`src/rtl/apb_slave_regbank_pkg.sv`:
```
// Shared definitions for the APB register-bank completer.
// Contents:
//   apb_state_e - transfer phase enumeration (IDLE, SETUP, ACCESS)
//   NUM_SLOTS   - number of banks, one per pselx line
//   ID_BASE     - upper bits of the read-only ID register at index 0
//   calcError   - decides whether a transfer seen in its setup cycle is errored
package apb_slave_pkg;

    typedef enum logic [1:0] {
        IDLE   = 2'd0,
        SETUP  = 2'd1,
        ACCESS = 2'd2
    } apb_state_e;

    localparam int NUM_SLOTS = 3;
    localparam logic [31:0] ID_BASE = 32'hB00B_0000;

    // A transfer is errored when the select is not one-hot, the address
    // reaches past the bank inside the 4 KB window, the address is not
    // word aligned, or it tries to write the read-only ID register.
    function automatic logic calcError(
        input logic [NUM_SLOTS-1:0] sel,
        input logic [31:0]          addr,
        input logic                 write,
        input int                   idxw
    );
        logic       oneHot;
        logic [11:0] hiBits;
        logic [9:0]  idxBits;
        oneHot  = (sel != '0) && ((sel & (sel - NUM_SLOTS'(1))) == '0);
        hiBits  = addr[11:0] >> (idxw + 2);
        idxBits = addr[11:2] & ((10'd1 << idxw) - 10'd1);
        return !oneHot || (hiBits != '0) || (addr[1:0] != 2'b00) ||
               (write && (idxBits == '0));
    endfunction

endpackage

```
`src/rtl/apb_slave_regbank_if.sv`:
```
// APB completer-side bus bundle.
// Signals:
//   pselx   - one-hot bank select (requester -> completer)
//   penable - access-phase strobe
//   pwrite  - 1 = write, 0 = read
//   paddr   - byte address
//   pwdata  - write data
//   prdata  - registered read data (completer -> requester)
//   pready  - transfer completes this cycle
//   pslverr - error response, meaningful only with pready
interface apb_slave_regbank_if;
    import apb_slave_pkg::*;

    logic [NUM_SLOTS-1:0] pselx;
    logic                 penable;
    logic                 pwrite;
    logic [31:0]          paddr;
    logic [31:0]          pwdata;
    logic [31:0]          prdata;
    logic                 pready;
    logic                 pslverr;

    modport master (
        output pselx, penable, pwrite, paddr, pwdata,
        input  prdata, pready, pslverr
    );

    modport slave (
        input  pselx, penable, pwrite, paddr, pwdata,
        output prdata, pready, pslverr
    );

endinterface

```
`src/rtl/apb_slave_regbank_bank.sv`:
```
// One register bank: index 0 is a read-only ID, the rest are read/write.
// Ports:
//   hclk    - clock, rising edge
//   hresetn - synchronous active-high reset, clears all R/W registers
//   we      - write enable for the register at idx
//   idx     - word index
//   wdata   - write data
//   rdata   - combinational read data of the register at idx
module apb_regbank
    import apb_slave_pkg::*;
#(
    parameter int NUM_REGS = 8,
    parameter int SLOT_ID  = 0,
    parameter int IDXW     = $clog2(NUM_REGS)
) (
    input  logic            hclk,
    input  logic            hresetn,
    input  logic            we,
    input  logic [IDXW-1:0] idx,
    input  logic [31:0]     wdata,
    output logic [31:0]     rdata
);

    // Storage starts at index 1; index 0 is a constant and has no flops.
    logic [31:0] regs_q [1:NUM_REGS-1];

    // Synchronous write of the addressed R/W register.
    always_ff @(posedge hclk) begin
        if (hresetn) begin
            for (int i = 1; i < NUM_REGS; i++) begin
                regs_q[i] <= '0;
            end
        end else if (we) begin
            for (int i = 1; i < NUM_REGS; i++) begin
                if (idx == IDXW'(i)) begin
                    regs_q[i] <= wdata;
                end
            end
        end
    end

    // Combinational read; falls back to the ID value for index 0.
    always_comb begin
        rdata = ID_BASE | 32'(SLOT_ID);
        for (int i = 1; i < NUM_REGS; i++) begin
            if (idx == IDXW'(i)) begin
                rdata = regs_q[i];
            end
        end
    end

endmodule

```
`src/rtl/apb_slave_regbank.sv`:
```
// APB completer with three independent register banks and programmable
// wait states.
// Ports:
//   hclk    - clock, rising edge
//   hresetn - synchronous active-high reset
//   bus     - APB completer modport (pselx/penable/pwrite/paddr/pwdata in,
//             prdata/pready/pslverr out)
module apb_slave_regbank
    import apb_slave_pkg::*;
#(
    parameter int NUM_REGS    = 8,
    parameter int WAIT_STATES = 0
) (
    input  logic                hclk,
    input  logic                hresetn,
    apb_slave_regbank_if.slave  bus
);

    localparam int IDXW = $clog2(NUM_REGS);

    apb_state_e           state_q, state_d, phase;
    logic [3:0]           waitCnt_q, waitCnt_d;
    logic [NUM_SLOTS-1:0] sel_q, sel_d;
    logic [IDXW-1:0]      idx_q, idx_d;
    logic [31:0]          wdata_q, wdata_d;
    logic                 write_q, write_d;
    logic                 err_q, err_d;
    logic [31:0]          prdata_q, prdata_d;

    logic [IDXW-1:0]      busIdx;
    logic                 busErr;
    logic [31:0]          busRead;
    logic [IDXW-1:0]      bankIdx;
    logic [31:0]          bankRdata [NUM_SLOTS];
    logic [NUM_SLOTS-1:0] bankWe;
    logic                 readyInt;
    logic                 commit;

    assign busIdx   = bus.paddr[IDXW+1:2];
    assign busErr   = calcError(bus.pselx, bus.paddr, bus.pwrite, IDXW);
    assign readyInt = (state_q == ACCESS) && (waitCnt_q == 4'd0);

    // Banks see the live bus index during setup (for the read) and the
    // latched index during access (for the write).
    assign bankIdx  = (state_q == ACCESS) ? idx_q : busIdx;

    for (genvar k = 0; k < NUM_SLOTS; k++) begin : g_bank
        assign bankWe[k] = commit && sel_q[k];
        apb_regbank #(
            .NUM_REGS (NUM_REGS),
            .SLOT_ID  (k),
            .IDXW     (IDXW)
        ) u_bank (
            .hclk    (hclk),
            .hresetn (hresetn),
            .we      (bankWe[k]),
            .idx     (bankIdx),
            .wdata   (wdata_q),
            .rdata   (bankRdata[k])
        );
    end

    // OR-mux of the selected bank; errored selects are discarded later.
    always_comb begin
        busRead = '0;
        for (int k = 0; k < NUM_SLOTS; k++) begin
            if (bus.pselx[k]) begin
                busRead = busRead | bankRdata[k];
            end
        end
    end

    // The setup cycle is recognised straight from the bus while the state
    // register still says IDLE, so the access phase starts on the very next
    // edge and a completed transfer can be followed by a new setup at once.
    always_comb begin
        phase = state_q;
        if (state_q == IDLE && (bus.pselx != '0) && !bus.penable) begin
            phase = SETUP;
        end
    end

    // Next-state, latching and commit decisions for the current phase.
    always_comb begin
        state_d   = state_q;
        waitCnt_d = waitCnt_q;
        sel_d     = sel_q;
        idx_d     = idx_q;
        wdata_d   = wdata_q;
        write_d   = write_q;
        err_d     = err_q;
        prdata_d  = prdata_q;
        commit    = 1'b0;
        case (phase)
            IDLE: begin
                state_d = IDLE;
            end
            SETUP: begin
                state_d   = ACCESS;
                sel_d     = bus.pselx;
                idx_d     = busIdx;
                write_d   = bus.pwrite;
                wdata_d   = bus.pwdata;
                waitCnt_d = 4'(WAIT_STATES);
                err_d     = busErr;
                if (!bus.pwrite) begin
                    prdata_d = busErr ? '0 : busRead;
                end
            end
            ACCESS: begin
                if (bus.pselx == '0) begin
                    state_d = IDLE;
                end else begin
                    if (waitCnt_q != 4'd0) begin
                        waitCnt_d = waitCnt_q - 4'd1;
                    end
                    if (readyInt && bus.penable) begin
                        commit  = write_q && !err_q;
                        state_d = IDLE;
                    end
                end
            end
            default: begin
                state_d = IDLE;
            end
        endcase
    end

    // State and transfer-context registers.
    always_ff @(posedge hclk) begin
        if (hresetn) begin
            state_q   <= IDLE;
            waitCnt_q <= '0;
            sel_q     <= '0;
            idx_q     <= '0;
            wdata_q   <= '0;
            write_q   <= 1'b0;
            err_q     <= 1'b0;
            prdata_q  <= '0;
        end else begin
            state_q   <= state_d;
            waitCnt_q <= waitCnt_d;
            sel_q     <= sel_d;
            idx_q     <= idx_d;
            wdata_q   <= wdata_d;
            write_q   <= write_d;
            err_q     <= err_d;
            prdata_q  <= prdata_d;
        end
    end

    assign bus.prdata  = prdata_q;
    assign bus.pready  = readyInt;
    assign bus.pslverr = readyInt && err_q;

endmodule

```
`src/flat_wrapper.sv`:
```
// flat-port wrapper written by rule: the top's interface ports become plain ports
module apb_slave_regbank_flat import apb_slave_pkg::*;
#(
    parameter int NUM_REGS    = 8,
    parameter int WAIT_STATES = 0
)
  (hclk, hresetn, bus_pselx, bus_penable, bus_pwrite, bus_paddr, bus_pwdata, bus_prdata, bus_pready, bus_pslverr);
  apb_slave_regbank_if bus_i ();
  input  logic hclk;
  input  logic hresetn;
  input wire logic [$bits(bus_i.pselx)-1:0] bus_pselx;
  input wire logic [$bits(bus_i.penable)-1:0] bus_penable;
  input wire logic [$bits(bus_i.pwrite)-1:0] bus_pwrite;
  input wire logic [$bits(bus_i.paddr)-1:0] bus_paddr;
  input wire logic [$bits(bus_i.pwdata)-1:0] bus_pwdata;
  output wire logic [$bits(bus_i.prdata)-1:0] bus_prdata;
  output wire logic [$bits(bus_i.pready)-1:0] bus_pready;
  output wire logic [$bits(bus_i.pslverr)-1:0] bus_pslverr;
  assign bus_i.pselx = bus_pselx;
  assign bus_i.penable = bus_penable;
  assign bus_i.pwrite = bus_pwrite;
  assign bus_i.paddr = bus_paddr;
  assign bus_i.pwdata = bus_pwdata;
  assign bus_prdata = bus_i.prdata;
  assign bus_pready = bus_i.pready;
  assign bus_pslverr = bus_i.pslverr;
  apb_slave_regbank #(.NUM_REGS(NUM_REGS), .WAIT_STATES(WAIT_STATES)) u_core (.hclk(hclk), .hresetn(hresetn), .bus(bus_i));
endmodule
```
`config.mk`:
```
export PLATFORM = sky130hd
export DESIGN_NAME = apb_slave_regbank_flat
export DESIGN_NICKNAME = d
export VERILOG_FILES = /design/src/rtl/apb_slave_regbank_pkg.sv /design/src/rtl/apb_slave_regbank_if.sv /design/src/rtl/apb_slave_regbank_bank.sv /design/src/rtl/apb_slave_regbank.sv /design/src/flat_wrapper.sv
export SDC_FILE = /design/constraint.sdc
export NUM_CORES = 1
export LEC_CHECK = 0
export CAP_MARGIN = 20
export CELL_PAD_IN_SITES_DETAIL_PLACEMENT = 0
export CELL_PAD_IN_SITES_GLOBAL_PLACEMENT = 1
export CORE_MARGIN = 2
export CORE_UTILIZATION = 45
export DETAILED_ROUTE_END_ITERATION = 10
export PLACE_DENSITY_LB_ADDON = 0.08
export SYNTH_ARGS = -nofsm -noshare
export SYNTH_HDL_FRONTEND = slang
export SYNTH_SLANG_ARGS = --single-unit
```
`constraint.sdc`:
```
create_clock -name hclk -period 11 [get_ports hclk]
set_input_delay 2.2 -clock hclk [delete_from_list [all_inputs] [get_ports hclk]]
set_output_delay 2.2 -clock hclk [all_outputs]
set_load 0.005 [all_outputs]
```
==> flow_summary_export.csv <==
group,metric,value,unit
status,outcome,"completed",
power_and_ir_drop,netSwitchingPower,0.00164,W
worst_hold_path,hold_class,"flop to flop",
clock_tree,path_clk_slew,0.07,ns
clock_tree,numClockSinks,749,
power_and_ir_drop,internal_power,0.00490,W
final_layout,n_fill_cell,6687,
power_and_ir_drop,power_frac_seq,49.9,%
final_layout,nets,2872,
floorplan,die_height,283,um
sta,slew-limit-headroom,20.6,%
power_and_ir_drop,power,0.00654,W
worst_hold_path,hold_start,"u_core.write_q$_SDFFE_PP0P_",
global_routing,grt_pass1_vias,22900,
floorplan,die_w,283,um
clock_tree,clockBufferDepth,3,
clock_tree,cts-root-buf,"clkbuf_16",
place,dp_cells,3754,
clock_tree,cts_buffers,82,
setup_path,cp_max_fo,51,
floorplan,pin_count,105,
logic_synthesis,synthesis.nets,2925,
global_routing,grt_max_degree,90,
logic_synthesis,ys_seq_elements,749,
final_layout,stdcell_area,39200,sq um
power_and_ir_drop,power.static_leakage,13.9,nW
sta,timing.final.crit_share,53.4,%
floorplan,initial_utilization,45.3,%
final_layout,final_cells,3910,
detailed_routing,wl_per_cell,30.5,um
place,place.gp.congestion,0.803,
global_routing,grt-ovfl-total,0,
sta,worst-slew-pin-transition,1.19,ns
logic_synthesis,ys.warnings.count,0,
setup_path,cp-end-kind,"flop",
sta,rsz0062_at_grt,"no",
sta,setup_tns,0,ns
detailed_routing,postRouteAntennaNets,0,
logic_synthesis,synth.cell_area,34900,sq um
floorplan,die_area,79900,sq um
setup_path,reg2reg_from,"u_core.state_q[1]$_SDFFE_PP0P_",
run,cap_viol_max_count,0,
floorplan,coreArea,77200,sq um
floorplan,num_rows,102,
sta,setup_viol,0,
power_and_ir_drop,comb_power_share,8.1,%
sta,slew_violations,0,
clock_tree,worstSkewPairLatency,0.65,ns
clock_tree,cts-resized-gates,0,
detailed_routing,routed_wl,119000,um
setup_path,critPathLaunch,"bus_paddr[2]",
place,dpl-instance-area,36600,sq um
global_routing,grt_pass1_wl,168000,um
logic_synthesis,synth_edf_count,672,
sta,fin_skew,0.0284,ns
setup_path,path_class,"primary input to flop",
power_and_ir_drop,p_per_area,167,nW/um^2
detailed_routing,drt_iter0_markers,2482,
global_routing,grt_antenna_before_repair,1,
final_layout,syn_to_final_growth,12.3,%
final_layout,drive_above_1_share,11.7,%
setup_path,cp.required,11.29,ns
clock_tree,cts_setup_buffers,0,
sta,max_freq,0.170,GHz
clock_tree,cts_hold_buf,0,
detailed_routing,drcViolationCount,0,
place,io_buffers,84,
final_layout,multi_input_area,12000,sq um
logic_synthesis,synth_flop_cell,"edfxtp_1",
power_and_ir_drop,power.share.clock,42.0,%
clock_tree,cts_tree,"yes",
final_layout,area.sequential,21700,sq um
logic_synthesis,seq_area_frac_synth,62.2,%
power_and_ir_drop,power.share.switching,25.0,%
logic_synthesis,syn_avg_cell_area,12.3,sq um
place,place_hpwl,65100,um
setup_path,arrival,6.17,ns
logic_synthesis,postSynth.asyncResetShare,0,%
detailed_routing,viasPerCell,6.00,
power_and_ir_drop,ir_drop,0.000116,V
detailed_routing,dr.pass1.iters,5,
logic_synthesis,syn_inst,2852,
logic_synthesis,synth.distinct_cells,70,
detailed_routing,vias,23500,
sta,finalHoldViolations,0,
sta,final_period_minus_worst_setup_slack,5.88,ns
clock_tree,h-tree-depth,3,
global_routing,grt_use_total,30.0,%
setup_path,start_kind,"primary input",
-- synth_stat cells (7+ instances only) --
master    instances  area [sq um]
edfxtp_1        672         20200
nor2_1           82           308
clkbuf_1        120           450
o21ai_0         101           505
o221ai_1         30           263
o211ai_1         80           601
buf_4            76           571
a221oi_1         28           245
o22a_1           23           201
nand3_1          37           185
nor4_1            9          56.3
mux2_2           73           822
inv_1            32           120
mux2i_1          34           340
buf_1             9          33.8
nor2_4           22           248
buf_2            77           385
a21oi_1         131           656
nand2_1         169           634
a211oi_1         20           150
a32o_1           10           100
a22oi_1          48           360
dfxtp_1          77          1540
a222oi_1          7          70.1
o22ai_1          37           231
a32oi_1          50           438
and2_1          680          4250
o21bai_1         22           165
-- final timing paths --
kind	end	slack [ns]	cells past startpoint
setup / recovery	u_core.g_bank[0].u_bank.regs_q[0][125]$_SDFFCE_PN0P_	5.12	6
hold / removal	u_core.write_q$_SDFFE_PP0P_	0.48	1
setup reg to reg	u_core.g_bank[0].u_bank.regs_q[0][125]$_SDFFCE_PN0P_	6.24	6
hold reg to reg	u_core.write_q$_SDFFE_PP0P_	0.48	1
-- sequential cells by signal, summed over array words and instances, names as in the netlist --
signal	flops
u_core.idx_q	3
u_core.wdata_q	32
u_core.write_q	1
u_core.bus.prdata	32
u_core.err_q	1
u_core.waitCnt_q	4
u_core.sel_q	3
u_core.g_bank.u_bank.regs_q	672
u_core.state_q	1
-- power by group through the flow --
stage / Sequential [W] / Clock [W] / Combinational [W]
after floorplan: 0.00327 / 0 / 0.000336
after global placement: 0.00331 / 0 / 0.000521
after detailed placement: 0.00332 / 0 / 0.000526
after CTS: 0.00326 / 0.00278 / 0.000527
after global routing: 0.00327 / 0.00289 / 0.000560
final: 0.00326 / 0.00275 / 0.000532
-- final cells by class --
cell class	instances	area share, %
Timing Repair Buffer	149	3.74
Sequential cell	749	55.4
Multi-Input combinational cell	1785	30.5
Clock inverter	40	0.956
Inverter	32	0.306
Antenna cell	1	0.00638
Clock buffer	114	5.82
Tap cell	1040	3.32
-- critical path, stage by stage --
cell and delay (ns):
clkdlybuf4s50_1 0.89, a32o_2 0.21, buf_4 0.75, nand2_1 0.72, o21bai_4 0.89, buf_4 0.47
-- layout by cell type (no fill, tap or decap), drive strengths merged, types with 4 or more instances in the layout --
| cell type | count |
|---|---|
| a211o | 5 |
| a211oi | 20 |
| a21o | 5 |
| a21oi | 132 |
| a221oi | 28 |
| a222oi | 7 |
| a22oi | 48 |
| a31oi | 6 |
| a32o | 10 |
| a32oi | 51 |
| and2 | 680 |
| buf | 66 |
| bufinv | 4 |
| clkbuf | 114 |
| clkdlybuf4s50 | 83 |
| clkinv | 31 |
| dfxtp | 77 |
| edfxtp | 672 |
| inv | 37 |
| mux2 | 74 |
| mux2i | 36 |
| nand2 | 172 |
| nand3 | 37 |
| nor2 | 104 |
| nor2b | 5 |
| nor3 | 6 |
| nor4 | 10 |
| nor4bb | 6 |
| o211ai | 80 |
| o21a | 5 |
| o21ai | 108 |
| o21bai | 22 |
| o221ai | 30 |
| o22a | 23 |
| o22ai | 37 |
| or2 | 4 |
-- logic make-up after synthesis --
group | share of synthesized area, %
and+or+nand+nor | 17.3
adders and majority gates | 0.100
AOI/OAI and AO/OA | 12.4
DFF | 62.2
xor gates and xnor gates | 0.0501
buffers and inverters | 4.58
muxes | 3.45
-- stage by stage --
step / hold WS [ns] / util [%] / setup slack, ns
finish: 0.475 / 50.8 / 5.12
global route: 0.502 / 50.8 / 5.09
CTS: 0.472 / 50.8 / 5.19
detailed placement: 0.457 / 47.4 / 4.53
global placement: 0.451 / 47.1 / 4.58
floorplan: 0.441 / - / 5.80
-- per-layer routing --
layer,up-vias,part of all wire (%),global-route usage [%]
li1,10300,-,-
met1,12000,41,39.9
met2,977,48,49.6
met3,216,6.6,4.50
met4,0,4.0,11.5
met5,-,0,0
Note: power is estimated with default switching activity, not from simulation.
==> variant 1 (config.mk and constraints unchanged) <==
`NUM_SLOTS`: 3 -> 2.
--- a/src/rtl/apb_slave_regbank_pkg.sv
+++ b/src/rtl/apb_slave_regbank_pkg.sv
@@ -12,7 +12,7 @@
         ACCESS = 2'd2
     } apb_state_e;
 
-    localparam int NUM_SLOTS = 3;
+    localparam int NUM_SLOTS = 2;
     localparam logic [31:0] ID_BASE = 32'hB00B_0000;
 
     // A transfer is errored when the select is not one-hot, the address
Ports: changed (resized bus_pselx); port bits go from 105 to 104. No check against the original RTL was run, so the function may have changed too.
==> variant 1 against the original RTL <==
- sequential power down 31%
- setup slack better by 0.55 ns
- final area down 32%
- sequential cell count down 225
- highest routed layer unchanged
- largest cell class unchanged
- routed wire length down 38%
- area after synthesis down 33%
- power down 33%
- die area down 32%
==> variant 1: results (changes against the original RTL) <==
Detailed routing
  – Router iterations before antenna repair: 6 (+1)
  – DRT iter0 DRCs: 1586 (-36%)
  – Vias after detailed routing: 16.3k (-31%)
  – Via density: 5.90 (-1.7%)
  – Routed wire length: 74000 um (-38%)

Final layout
  – Max reg flops: 448 (-33%)
  – Layout Nets: 2104 (-27%)
  – Layout fillers: 4524 (-32%)

Global route
  – Vias in the first global route: 16.2k (-29%)
  – Grt met3 use: 0.0412 (-0.00384)
  – Pin count of the biggest net entering global routing: 62 (-31%)
  – Met1 Usage GRT: 0.384 (-0.0155)
  – GRT Util Overall: 0.278 (-0.0219)
  – Global-route wire length before repair: 108000 um (-36%)
  – Met2 Usage GRT: 0.455 (-0.0410)
  – Initial antenna violation count: 2 (+1)

Placement
  – Cells after DPL: 2652 (-29%)
  – IO buf count: 83 (-1.2%)
  – Placement Setup Slack: 5.12 ns (+0.592 ns)
  – Routability cong.: 0.761 (-5.2%)
  – Post-DP HPWL: 39500 um (-39%)

Worst setup path
  – Reg2Reg Setup Slack: 7.17 ns (+0.93 ns)
  – Crit Path Max Fanout: 36 (-29%)
  – CP max stage delay: 0.85 ns (-0.04 ns)
  – Critical Path Source: bus_paddr[3]
  – Reg2Reg Capture Point: u_core.g_bank[0].u_bank.regs_q[0][52]
  – Critical path destination: u_core.g_bank[1].u_bank.regs_q[0][207]
  – Critical path arrival: 5.80 ns (-0.37 ns)
  – Delay-heaviest family, CP: buffers and inverters

Timing
  – WHS: 0.471 ns (-0.00496 ns)

Yosys
  – Share of async-settable or async-resettable flops after synthesis: 0 (unchanged)
  – Synth top area cells: edfxtp_1 57%, and2_1 12%, dfxtp_1 6.5%
  – Post-synthesis area per instance: 11.7 sq um (-4.8%)
  – Sequential-to-total area share from yosys stat: 0.636 (+0.0145)
  – Unique masters post-synth: 67 (-4.3%)
  – Post-synth EDFFs: 448 (-33%)

Pwr
  – Leak: 9.46 nW (-32%)
  – Peak supply drop: 0.151 mV (+31%)

Clocking
  – H-tree depth: 2 (-1)
  – Total CTS buffers: 56 (-32%)
  – Later-pin clock latency in the skew report: 0.62 ns (-0.03 ns)

Hold path
  – Worst Hold Path Cells: 2 (+1)
  – Hold Crit Start: u_core.sel_q[1]

Outcome
  – Status: finished clean
variant 1: per-layer routing:
metal,part of all wire,vias to the layer above
li1,-,7316
met1,0.42,8190
met2,0.48,641
met3,0.072,130
met4,0.028,0
met5,0,-
variant 1: power by group:
group	switching [mW]	total, mW	internal [mW]
Clock	0.769	1.78	1.01
Combinational	0.222	0.311	0.0892
Sequential	0.0453	2.26	2.21
variant 1: final cells by class:
cell class,instances,area [sq um],share of cell area
clock buffer,93,1640,0.0614
inverter,8,30.0,0.00112
timing repair buffer,135,1230,0.0459
clock inverter,13,71.3,0.00267
multi-input combinational,1306,7950,0.297
tap,680,851,0.0318
antenna,1,2.50,0.0000936
sequential,524,15000,0.560
variant 1: kinds of logic after synthesis:
family	Yosys count	share of synthesized area
xor gates and xnor gates	2	0.000744
and+or+nand+nor	846	0.195
DFF	524	0.636
AOI/OAI and AO/OA	451	0.129
adders and majority gates	3	0.00159
buffers and inverters	189	0.0359
muxes	4	0.00191
==> variant 2 (config.mk and constraints unchanged) <==
Without the edit above. Take the reset off `wdata_q` and load it in a clocked block of its own.
--- a/src/rtl/apb_slave_regbank.sv
+++ b/src/rtl/apb_slave_regbank.sv
@@ -133,7 +133,6 @@
             waitCnt_q <= '0;
             sel_q     <= '0;
             idx_q     <= '0;
-            wdata_q   <= '0;
             write_q   <= 1'b0;
             err_q     <= 1'b0;
             prdata_q  <= '0;
@@ -142,11 +141,14 @@
             waitCnt_q <= waitCnt_d;
             sel_q     <= sel_d;
             idx_q     <= idx_d;
-            wdata_q   <= wdata_d;
             write_q   <= write_d;
             err_q     <= err_d;
             prdata_q  <= prdata_d;
         end
+    end
+
+    always_ff @(posedge hclk) begin
+        wdata_q <= wdata_d;
     end
 
     assign bus.prdata  = prdata_q;
Check against the original RTL: not settled (the Yosys comparison gave no result); the edit may change what the design does.
==> variant 2 against the original RTL <==
- synthesized cell count decreased by 2.0%
- sequential share of layout area increased by 1.6 points
- critical path type unchanged
- sequential cell count unchanged
- largest power group unchanged
- hold slack got worse by 0.0031 ns
- setup slack better by 0.49 ns
- routed wire length down 8.9%
- count of clock-buffer cells in the layout is 3 lower
- highest routed layer unchanged
- critical endpoint is now u_core.bus.prdata[18]
- non-clock buffer count is 12 higher
- final area shrank 1.4%
- power decreased by 0.44%
- area after synthesis is 2.1% lower
==> variant 2: results (changes against the original RTL) <==
Global route
  – Global-route wire length before repair: 157000 um (-7.0%)
  – Met1 Usage GRT: 0.378 (-0.0216)
  – Vias in the first global route: 22.2k (-3.0%)
  – Initial antenna violation count: 3 (+2)
  – Grt met3 use: 0.0352 (-0.00982)
  – GRT Util Overall: 0.278 (-0.0218)
  – Met2 Usage GRT: 0.455 (-0.0409)

Worst setup path
  – Critical Path Source: bus_paddr[3]
  – CP max stage delay: 0.70 ns (-0.19 ns)
  – Register-to-Register Path Depth: 9 (+3)
  – Critical path arrival: 5.90 ns (-0.27 ns)
  – Crit Path Max Fanout: 61 (+20%)

Timing
  – Pin slew with the least headroom to its limit: 1.15 ns (-0.0376 ns)
  – Min Tclk post-route: 5.39 ns (-0.489 ns)
  – WHS: 0.472 ns (-0.00307 ns)
  – Layout Skew: 0.0226 ns (-0.00580 ns)

Pwr
  – Pint: 4.95 mW (+1.0%)
  – Combinational share of power: 0.075 (-0.006)
  – P_sw: 1.56 mW (-4.8%)
  – Leak: 13.8 nW (-0.61%)
  – Peak supply drop: 0.115 mV (-0.45%)

Placement
  – Placement Setup Slack: 5.01 ns (+0.479 ns)
  – Routability cong.: 0.875 (+9.0%)
  – Post-DP HPWL: 61700 um (-5.2%)
  – Cells after DPL: 3659 (-2.5%)
  – Placed cell area: 36000 sq um (-1.4%)

Yosys
  – Compound-cell area share of the yosys netlist: 0.126 (+0.00213)
  – Mux share of post-synthesis cell area: 0.0196 (-0.0149)
  – Sequential-to-total area share from yosys stat: 0.645 (+0.0230)
  – Post-synth EDFFs: 704 (+4.8%)
  – Post-synthesis area per instance: 12.2 sq um (-0.12%)
  – Adder-Cell Fraction of Synth Area: 0.000732 (-0.000271)
  – List of most frequent post-synthesis cells: 704 x edfxtp_1, 673 x and2_1, 195 x nand2_1, 161 x clkbuf_1, 140 x o21ai_0
  – Synth top area cells: edfxtp_1 62%, and2_1 12%, dfxtp_1 2.6%
  – XOR/XNOR Fraction of Synth Area: 0.000512 (+0.0000110)
  – Post-Syn Nets: 2867 (-2.0%)

Detailed routing
  – Vias after detailed routing: 22.7k (-3.3%)
  – Router iterations before antenna repair: 6 (+1)
  – Routed met3 length: 7270 um (-8.0%)
  – DRT iter0 DRCs: 2523 (+1.7%)
  – WL/cell: 28.5 um (-6.6%)
  – Met1 Wirelength: 45800 um (-7.2%)

Outcome
  – Status: finished clean

Clocking
  – Total CTS buffers: 83 (+1.2%)
  – H-tree depth: 3 (unchanged)

Final layout
  – Layout cells sized above 1: 0.0960 (-0.0208)
  – Layout Nets: 2839 (-1.1%)
[variant 2: changes by cell type after synthesis, moves of 35 or more]
cell / unedited run / this run
buf_4: 76 / 2
clkbuf_1: 120 / 161
mux2_2: 73 / 7
o21ai_0: 101 / 140
clkbuf_2: 1 / 63
buf_2: 77 / 37
o211ai_1: 80 / 45
[variant 2: cells by family (layout without fill, tap and decap cells)]
family,after synthesis,count (layout)
other,0,2
adder cells (fa/ha/maj),2,2
XOR/XNOR,2,2
multiplexers,65,65
AND/OR/NAND/NOR,1049,1049
AO/OA/AOI/OAI,618,618
buffers and inverters,309,348
flip-flops,749,749
[variant 2: area by class of cell]
| type | count | area, sq um |
|---|---|---|
| sequential | 749 | 22000 |
| tap | 978 | 1220 |
| antenna | 2 | 5.00 |
| inverter | 35 | 131 |
| fill | 6537 | 36900 |
| timing repair buffer | 161 | 1410 |
| multi-input combinational | 1736 | 11200 |
| clock inverter | 41 | 375 |
| clock buffer | 111 | 2290 |
